**config.mk**
```make
export PLATFORM = sky130hd
export DESIGN_NAME = spmm_hls_sdiv_16s_16s_16_seq
export DESIGN_NICKNAME = d
export VERILOG_FILES = /design/src/rtl/spmm_hls_div_pkg.sv /design/src/rtl/spmm_hls_div_step.sv /design/src/rtl/spmm_hls_sdiv_16s_16s_16_seq.sv
export SDC_FILE = /design/constraint.sdc
export NUM_CORES = 1
export LEC_CHECK = 0
export CORE_ASPECT_RATIO = 0.7
export CORE_MARGIN = 1.5
export CORE_UTILIZATION = 55
export DETAILED_ROUTE_END_ITERATION = 16
export DONT_BUFFER_PORTS = 1
export PLACE_DENSITY = 0.73
export REMOVE_ABC_BUFFERS = 1
export SLEW_MARGIN = 10
export SYNTH_ARGS = -nofsm -noshare
export SYNTH_HDL_FRONTEND = slang
export SYNTH_SLANG_ARGS = --single-unit
```
**constraint.sdc**
```tcl
create_clock -name clk -period 2.6 [get_ports clk]
set_input_delay 0.39 -clock clk [delete_from_list [all_inputs] [get_ports clk]]
set_output_delay 0.39 -clock clk [all_outputs]
set_load 0.01 [all_outputs]
```
**src/rtl/spmm_hls_div_pkg.sv**
```systemverilog
// Shared types and constants for the SpMM sequential signed divider.
// Both the FSM top and the restoring-step datapath import this package.
package spmm_hls_div_pkg;

  localparam int DIV_W     = 16;
  localparam int DIV_CNT_W = 5;

  typedef enum logic [1:0] {
    IDLE = 2'd0,
    CALC = 2'd1,
    FIX  = 2'd2,
    DONE = 2'd3
  } div_state_e;

  // Two's-complement MIN_INT (want_min=1) or MAX_INT bit pattern for width w (w <= 32)
  function automatic logic [31:0] int_limit(input int w, input logic want_min);
    logic [31:0] min_pat;
    min_pat = 32'd1 << (w - 1);
    return want_min ? min_pat : (min_pat - 32'd1);
  endfunction

endpackage

```
**src/rtl/spmm_hls_div_step.sv**
```systemverilog
// One radix-2 restoring division iteration on unsigned magnitudes.
// The trial subtraction is one bit wider than the operands so its sign is never lost.
module spmm_hls_div_step
  import spmm_hls_div_pkg::*;
#(
  parameter int W = DIV_W
) (
  input  logic [W-1:0] rem,
  input  logic         dividend_msb,
  input  logic [W-1:0] divisor,
  output logic [W-1:0] next_rem,
  output logic         q_bit
);

  logic [W:0] shifted;
  logic [W:0] trial;

  always_comb begin
    shifted  = {rem, dividend_msb};
    trial    = shifted - {1'b0, divisor};
    q_bit    = ~trial[W];
    next_rem = q_bit ? trial[W-1:0] : shifted[W-1:0];
  end

endmodule

```
**src/rtl/spmm_hls_sdiv_16s_16s_16_seq.sv**
```systemverilog
// Sequential signed divider (C truncation semantics) with valid/ready handshakes.
// Constant latency of W+1 enabled cycles from acceptance to out_valid.
module spmm_hls_sdiv_16s_16s_16_seq
  import spmm_hls_div_pkg::*;
#(
  parameter int W     = DIV_W,
  parameter int CNT_W = DIV_CNT_W
) (
  input  logic         clk,
  input  logic         reset,
  input  logic         ce,
  input  logic         in_valid,
  output logic         in_ready,
  input  logic [W-1:0] din0,
  input  logic [W-1:0] din1,
  output logic         out_valid,
  input  logic         out_ready,
  output logic [W-1:0] quot,
  output logic [W-1:0] rem,
  output logic         div_by_zero,
  output logic         overflow
);

  localparam logic [W-1:0] MIN_INT = W'(int_limit(W, 1'b1));
  localparam logic [W-1:0] MAX_INT = W'(int_limit(W, 1'b0));

  div_state_e state_q, state_d;
  logic [CNT_W-1:0] count_q, count_d;
  logic [W-1:0] part_q, part_d;
  logic [W-1:0] dvd_q, dvd_d;
  logic [W-1:0] dvs_q, dvs_d;
  logic sign_n_q, sign_n_d;
  logic sign_d_q, sign_d_d;
  logic dbz_q, dbz_d;
  logic ovf_q, ovf_d;
  logic [W-1:0] quot_q, quot_d;
  logic [W-1:0] res_rem_q, res_rem_d;
  logic div_by_zero_q, div_by_zero_d;
  logic overflow_q, overflow_d;
  logic out_valid_q, out_valid_d;

  logic [W-1:0] step_rem;
  logic         step_q_bit;
  logic [W-1:0] din0_mag, din1_mag;
  logic [W-1:0] quot_norm, rem_norm;

  spmm_hls_div_step #(.W(W)) u_step (
    .rem          (part_q),
    .dividend_msb (dvd_q[W-1]),
    .divisor      (dvs_q),
    .next_rem     (step_rem),
    .q_bit        (step_q_bit)
  );

  always_comb begin
    state_d       = state_q;
    count_d       = count_q;
    part_d        = part_q;
    dvd_d         = dvd_q;
    dvs_d         = dvs_q;
    sign_n_d      = sign_n_q;
    sign_d_d      = sign_d_q;
    dbz_d         = dbz_q;
    ovf_d         = ovf_q;
    quot_d        = quot_q;
    res_rem_d     = res_rem_q;
    div_by_zero_d = div_by_zero_q;
    overflow_d    = overflow_q;
    out_valid_d   = out_valid_q;

    din0_mag  = din0[W-1] ? (~din0 + W'(1)) : din0;
    din1_mag  = din1[W-1] ? (~din1 + W'(1)) : din1;
    quot_norm = (sign_n_q ^ sign_d_q) ? (~dvd_q + W'(1)) : dvd_q;
    rem_norm  = sign_n_q ? (~part_q + W'(1)) : part_q;

    case (state_q)
      IDLE: begin
        if (in_valid) begin
          state_d       = CALC;
          count_d       = '0;
          part_d        = '0;
          dvd_d         = din0_mag;
          dvs_d         = din1_mag;
          sign_n_d      = din0[W-1];
          sign_d_d      = din1[W-1];
          dbz_d         = (din1 == '0);
          ovf_d         = (din0 == MIN_INT) && (din1 == '1);
          div_by_zero_d = 1'b0;
          overflow_d    = 1'b0;
        end
      end
      CALC: begin
        part_d  = step_rem;
        dvd_d   = {dvd_q[W-2:0], step_q_bit};
        count_d = count_q + CNT_W'(1);
        if (count_q == CNT_W'(W - 1)) begin
          state_d = FIX;
        end
      end
      FIX: begin
        // With a zero divisor every step keeps the shifted value, so part_q ends up
        // holding |din0| and rem_norm reconstructs the original dividend.
        if (dbz_q) begin
          quot_d        = sign_n_q ? MIN_INT : MAX_INT;
          res_rem_d     = rem_norm;
          div_by_zero_d = 1'b1;
        end else if (ovf_q) begin
          quot_d     = MIN_INT;
          res_rem_d  = '0;
          overflow_d = 1'b1;
        end else begin
          quot_d    = quot_norm;
          res_rem_d = rem_norm;
        end
        out_valid_d = 1'b1;
        state_d     = DONE;
      end
      DONE: begin
        if (out_ready) begin
          out_valid_d = 1'b0;
          state_d     = IDLE;
        end
      end
      default: state_d = IDLE;
    endcase
  end

  always_ff @(posedge clk or negedge reset) begin
    if (!reset) begin
      state_q       <= IDLE;
      count_q       <= '0;
      part_q        <= '0;
      dvd_q         <= '0;
      dvs_q         <= '0;
      sign_n_q      <= 1'b0;
      sign_d_q      <= 1'b0;
      dbz_q         <= 1'b0;
      ovf_q         <= 1'b0;
      quot_q        <= '0;
      res_rem_q     <= '0;
      div_by_zero_q <= 1'b0;
      overflow_q    <= 1'b0;
      out_valid_q   <= 1'b0;
    end else if (ce) begin
      state_q       <= state_d;
      count_q       <= count_d;
      part_q        <= part_d;
      dvd_q         <= dvd_d;
      dvs_q         <= dvs_d;
      sign_n_q      <= sign_n_d;
      sign_d_q      <= sign_d_d;
      dbz_q         <= dbz_d;
      ovf_q         <= ovf_d;
      quot_q        <= quot_d;
      res_rem_q     <= res_rem_d;
      div_by_zero_q <= div_by_zero_d;
      overflow_q    <= overflow_d;
      out_valid_q   <= out_valid_d;
    end
  end

  assign in_ready    = (state_q == IDLE);
  assign out_valid   = out_valid_q;
  assign quot        = quot_q;
  assign rem         = res_rem_q;
  assign div_by_zero = div_by_zero_q;
  assign overflow    = overflow_q;

endmodule

```
After elaboration in Yosys (flattened, before gate mapping)

Cells that the tools add are included.

Output and inout port bits: 36
Bits of input ports: 37
Bits in registers: 94
Word-level logic and storage cells: 79

Reductions and logical operators: 13
Eq/ne operators: 12
Bitwise operators: 6
Multiplexer cells: 28
Add/subtract/negate cells: 6

Operator list:

| kind                                           | number |
|---|---|
| two-way mux 16 bit                             | 12 |
| adder 16 x 1 -> 16 bit (second input constant) | 4 |
| inverter 16 bit                                | 4 |
| one-hot mux 16 bit (2 select lines)            | 2 |
| == test 16 bit (second input constant)         | 2 |
| subtractor 17 x 16 -> 17 bit                   | 1 |
| logical NOT 16 bit                             | 1 |
| != test 2 bit (second input constant)          | 6 |
| one-hot mux 5 bit (2 select lines)             | 1 |
| AND reduction 3 bit                            | 3 |
| one-hot mux 2 bit (4 select lines)             | 1 |
| AND reduction 4 bit                            | 2 |
| two-way mux 2 bit                              | 3 |
| one-hot mux 1 bit (2 select lines)             | 3 |
| nonzero test 2 bit                             | 3 |
| adder 5 x 1 -> 5 bit (second input constant)   | 1 |
| == test 5 x 4 -> 1 bit (second input constant) | 1 |
| two-way mux 1 bit                              | 5 |
| two-way mux 5 bit                              | 1 |
| AND reduction 5 bit                            | 1 |
| == test 2 bit (second input constant)          | 2 |
| == test 2 x 1 -> 1 bit (second input constant) | 1 |
| logical NOT 2 bit                              | 1 |
| AND reduction 2 bit                            | 1 |
| other kinds (3)                                | 3 |

Logic depth before layout (Yosys ltp)

Depth after elaboration: 5
Depth in mapped cells: 11
Depth with buffers taken out: 10

By module

Synthesis repeated with hierarchy kept, for this count alone.

Cell total of the unflattened synthesis: 709
Area total of the unflattened synthesis: 6382.4 um^2

By module, submodules not included:

| module                       | area each (um^2) | times used | cells an instance | sequential area each (um^2) |
|---|---|---|---|---|
| spmm_hls_sdiv_16s_16s_16_seq | 5370.2           | 1          | 581               | 2352.3 |
| spmm_hls_div_step            | 1012.2           | 1          | 128               | 0.0 |

Worst setup path after synthesis

OpenSTA, ideal clock, no wires.

Kind: register -> register
From: register dvs_q[0]
To: register part_q[13]
Arrival: 2.673 ns
Path slack: -0.201 ns
Cell stages (with the launch flop): 11
Path buffers: 1
Period minus slack after synthesis: 2.801 ns
Library setup time: 0.128 ns
Required time: 2.472 ns
Cell sequence: dfrtp_1 -> ha_1 -> fa_1 -> nand2b_1 -> a21o_1 -> a31o_2 -> o311ai_4 -> xor2_4 -> buf_8 -> mux2i_1 -> o21ai_1

Cells in the longest elaborated chain, start to end: 3

RTL lines:

| what                                | RTL line                            | source |
|---|---|---|
| from (decl)                         | spmm_hls_sdiv_16s_16s_16_seq.sv:31  | `logic [W-1:0] dvs_q, dvs_d;` |
| from (signal assigned)              | spmm_hls_sdiv_16s_16s_16_seq.sv:149 | `dvs_q <= dvs_d;` |
| subtractor 17 x 16 -> 17 bit        | spmm_hls_div_step.sv:20             | `trial = shifted - {1'b0, divisor};` |
| two-way mux 16 bit                  | spmm_hls_div_step.sv:22             | `next_rem = q_bit ? trial[W-1:0] : shifted[W-1:0];` |
| one-hot mux 16 bit (2 select lines) | spmm_hls_sdiv_16s_16s_16_seq.sv:76  | `case (state_q)` |
| to (signal assigned)                | spmm_hls_sdiv_16s_16s_16_seq.sv:147 | `part_q <= part_d;` |
| to (decl)                           | spmm_hls_sdiv_16s_16s_16_seq.sv:29  | `logic [W-1:0] part_q, part_d;` |

No other way between the ends.
A chain may end at the register's enable or synchronous reset.

Final worst setup path

From: register dvs_q[0]
To: register part_q[14]

Same word-level chain as after synthesis.

==> flow_summary_export.csv <==
group,metric,value,unit
run_status,outcome,"finished with violations",
run_status,violations,"negative hold slack, negative setup slack",
critical_path,critical_path_buf_inv_count,3,
flow_run,drv_cap,0,
critical_path,critical_path_class,"flip-flop to flip-flop",
synth,synth.avg_cell_area,8.64,um2
place,place_inst,878,
routing,antenna_left,0,
timing,setup_viol,17,
timing,worst_pin_slew,0.662,ns
timing,period_minus_slack,2.68,ns
critical_path,reg2reg_to,"part_q[14]",
clock_tree,h-tree-depth,3,
timing,skew,0.00795,ns
synth,yosysWarnings,0,
synth,async_reset_ff_share,100,%
critical_path,cpMaxStageDelayCell,"dfrtp_1",
place,place_congestion,0.972,
timing,drv_slew,0,
routing,drt_iter0_drc,369,
power,power_frac_seq,27.7,%
die,core,0.0109,mm2
synth,synth_area,0.00614,mm2
power,power,10200,uW
timing,period_share,103,%
place,place_ws,-0.323,ns
timing,final_hold_viol_count,94,
synth,ys_ff_latch,94,
timing,max_freq,373,MHz
power,cellLeakagePower,0.00310,uW
clock_tree,numClockSinks,94,
routing,drc,0,
timing,whs,-0.261,ns
critical_path,max_stage_delay,0.39,ns
power,internal_power,5590,uW
global_routing,grt_max_degree,95,
die,die_area,0.0118,mm2
die,fp-row-count,32,
critical_path,critPathTopFamily,"compound AO/OA/AOI/OAI gates",
critical_path,crit_chain,"ha_2 > fa_2 > nand2b_4 > a21o_1 > a31o_4 > o311ai_4 > buf_6 > xor2_4 > buf_6 > buf_4 > o41a_4 > o21ai_2",
synth,ys_types,60,
routing,vias,5175,
clock_tree,cts_buffers,9,
routing,dr.pass1.iters,5,
critical_path,end_kind,"flip-flop",
die,dieWidth,129,um
clock_tree,clk_pin_slew,0.07,ns
routing,wire_per_inst,16.9,um
critical_path,rr_worst_depth,12,
synth,synth.area.top_cells,"dfrtp_1 38%, xor2_1 6.4%, nand2_1 6.4%",
global_routing,grt_usage,26.9,%
finish,num_antenna_cells,0,
critical_path,rrSetupSlack,-0.08,ns
routing,wl,15200,um
clock_tree,cts_tree,"built",
power,switchingPower,4580,uW
critical_path,reg2reg_from,"dvs_q[0]",
clock_tree,clk_latency,0.34,ns
place,hpwl,11700,um
power,power.density,1470,mW/mm2
synth,synth_edf_count,0,
synth,syn_inst,711,
critical_path,path_max_fanout,8,
die,io_pins,73,
global_routing,grt_pass1_vias,5098,
synth,synth_top_area_share,38.3,%
power,swShare,45.1,%
finish,fillers,952,
power,power_frac_comb,59.2,%
die,initial_core_util,56.2,%
critical_path,crit_top_cell,"buf_6",
die,die_h,91.4,um
finish,drive_gt1_share,11.5,%
global_routing,grt_pass1_wl,25000,um
synth,ys.flop_type,"dfrtp_1",
timing,slew_headroom,55.8,%
synth,ys_seq_area_share,38.3,%
finish,instances_no_fill,900,
min_path,min_path_type,"input port to async pin",
critical_path,required,2.84,ns
global_routing,grt_overflow,0,
place,port_buffers,0,
critical_path,startpoint_type,"flip-flop",
timing,setup_ws,-0.0813,ns
finish,areaGrowthSynthToFinish,12.6,%
global_routing,antenna_found_initial,0,
timing,grt_setup_unrepaired,"true",
finish,nets,807,
routing,via_per_inst,5.75,
power,clkPwrFrac,13.1,%
clock_tree,clockBufferDepth,2,
critical_path,critPathArrivalTime,2.92,ns
clock_tree,root_buffer,"clkbuf_16",
finish,utilization,63.2,%
synth,yosysTopAreaCell,"dfrtp_1",
power,ir_drop,0.486,mV
==> cells in the final DEF (no fill, tap or decap), types with 5 or more instances in the layout <==
cell       instances
nor2b_1            5
o21ai_1           13
nand3_1           18
or4_1              5
a221o_1            7
nand2_1          104
inv_1             35
o31ai_1           16
nand4_1            6
buf_4             50
a22oi_1            5
clkbuf_16          9
o21ai_0           68
or3_1              7
ha_1              26
xnor2_1           22
mux2i_1           20
nor2_1            46
nor3_1            16
xor2_1            45
dfrtp_1           94
a21oi_1           46
a211oi_1           6
nand2b_1          10
==> power by group through the flow <==
stage          sequential, uW  combinational (uW)  clock (uW)
2_1_floorplan            2730                3940           0
3_3_place_gp             2790                5360           0
3_5_place_dp             2830                5580           0
4_1_cts                  2810                5760        1350
5_1_grt                  2900                6660        1420
6_report                 2820                6020        1330
==> cells in the mapped netlist (all sizes together), types with 3 or more instances <==
cell type  instances
nor4               4
or3                7
a22o               4
xor2              46
o21ai             83
nor3              16
and2               3
a22oi              5
a221o              7
nand3             18
nor2b              5
nand2            104
buf                8
clkbuf            24
mux2i             20
o21a               3
a21oi             46
nand4              6
a211oi             6
nand2b            11
or4                8
a31oi              4
xnor2             22
inv               35
o31ai             17
o22ai              3
nor2              46
o211ai             3
ha                27
dfrtp             94
==> flip-flops by register name (all words and copies together), names as in the netlist, 2 cells and up <==
signal	count
state_q	2
dvd_q	16
rem	16
dvs_q	16
count_q	5
part_q	16
quot	16
==> area by class of cell <==
type                       instances  area [um2]  share of cell area (%)
sequential                        94        2350                    34.0
inverter                          35         131                    1.90
clock inverter                     6        70.1                    1.01
timing repair buffer              53         409                    5.92
multi-input combinational        549        3530                    51.1
tap                              153         191                    2.77
clock buffer                      10         229                    3.31
==> timing repair <==
item                                    in CTS  in global routing
cloned                                       0                  0
endpoints found under the setup margin      17                 17
hold endpoints to repair                    94                 94
pin swaps                                    2                  2
gates resized for setup                      8                  9
buffers inserted                             2                  4
==> how the worst max path moves through the flow <==
stage | from | end | slack, ns | cells after the start
after floorplan | state_q[0] | part_q[15] | -0.76 | 8
after global placement | dvs_q[0] | part_q[15] | -0.18 | 9
after detailed placement | dvs_q[0] | part_q[15] | -0.32 | 9
after CTS | dvs_q[0] | part_q[1] | -0.05 | 11
after global routing | dvs_q[0] | part_q[0] | -0.20 | 11
final | dvs_q[0] | part_q[14] | -0.08 | 12
==> logic make-up (layout without fill, tap and decap cells) <==
logic type                 Yosys count  in the layout  synth area share, %
DFF                                 94             94                 38.3
muxes                               21             21                 3.44
xor gates and xnor gates            68             68                 10.0
adders and majority gates           28             28                 5.83
buffers and inverters               68            104                 4.91
and+or+nand+nor                    235            235                 17.6
AOI/OAI and AO/OA                  197            197                 19.9
==> per-layer routing <==
metal | GRT usage [%] | share of wire (%) | vias to the layer above
met3 | 4.83 | 7.8 | 11
met2 | 38.7 | 41 | 181
li1 | - | - | 2558
met5 | 0 | 0 | -
met4 | 5.90 | 0.88 | 0
met1 | 41.6 | 50 | 2425
==> through the flow <==
step                setup TNS, ns  hold slack, ns  cell area [um2]
floorplan                  -14.28          0.0944             5970
detailed placement          -3.22          0.0956             6520
global placement            -1.27          0.0963             6520
global route                -2.72          -0.276             6910
finish                     -0.937          -0.261             6910
CTS                        -0.412          -0.273             6860
No activity file was read; power rests on OpenSTA's default activity.
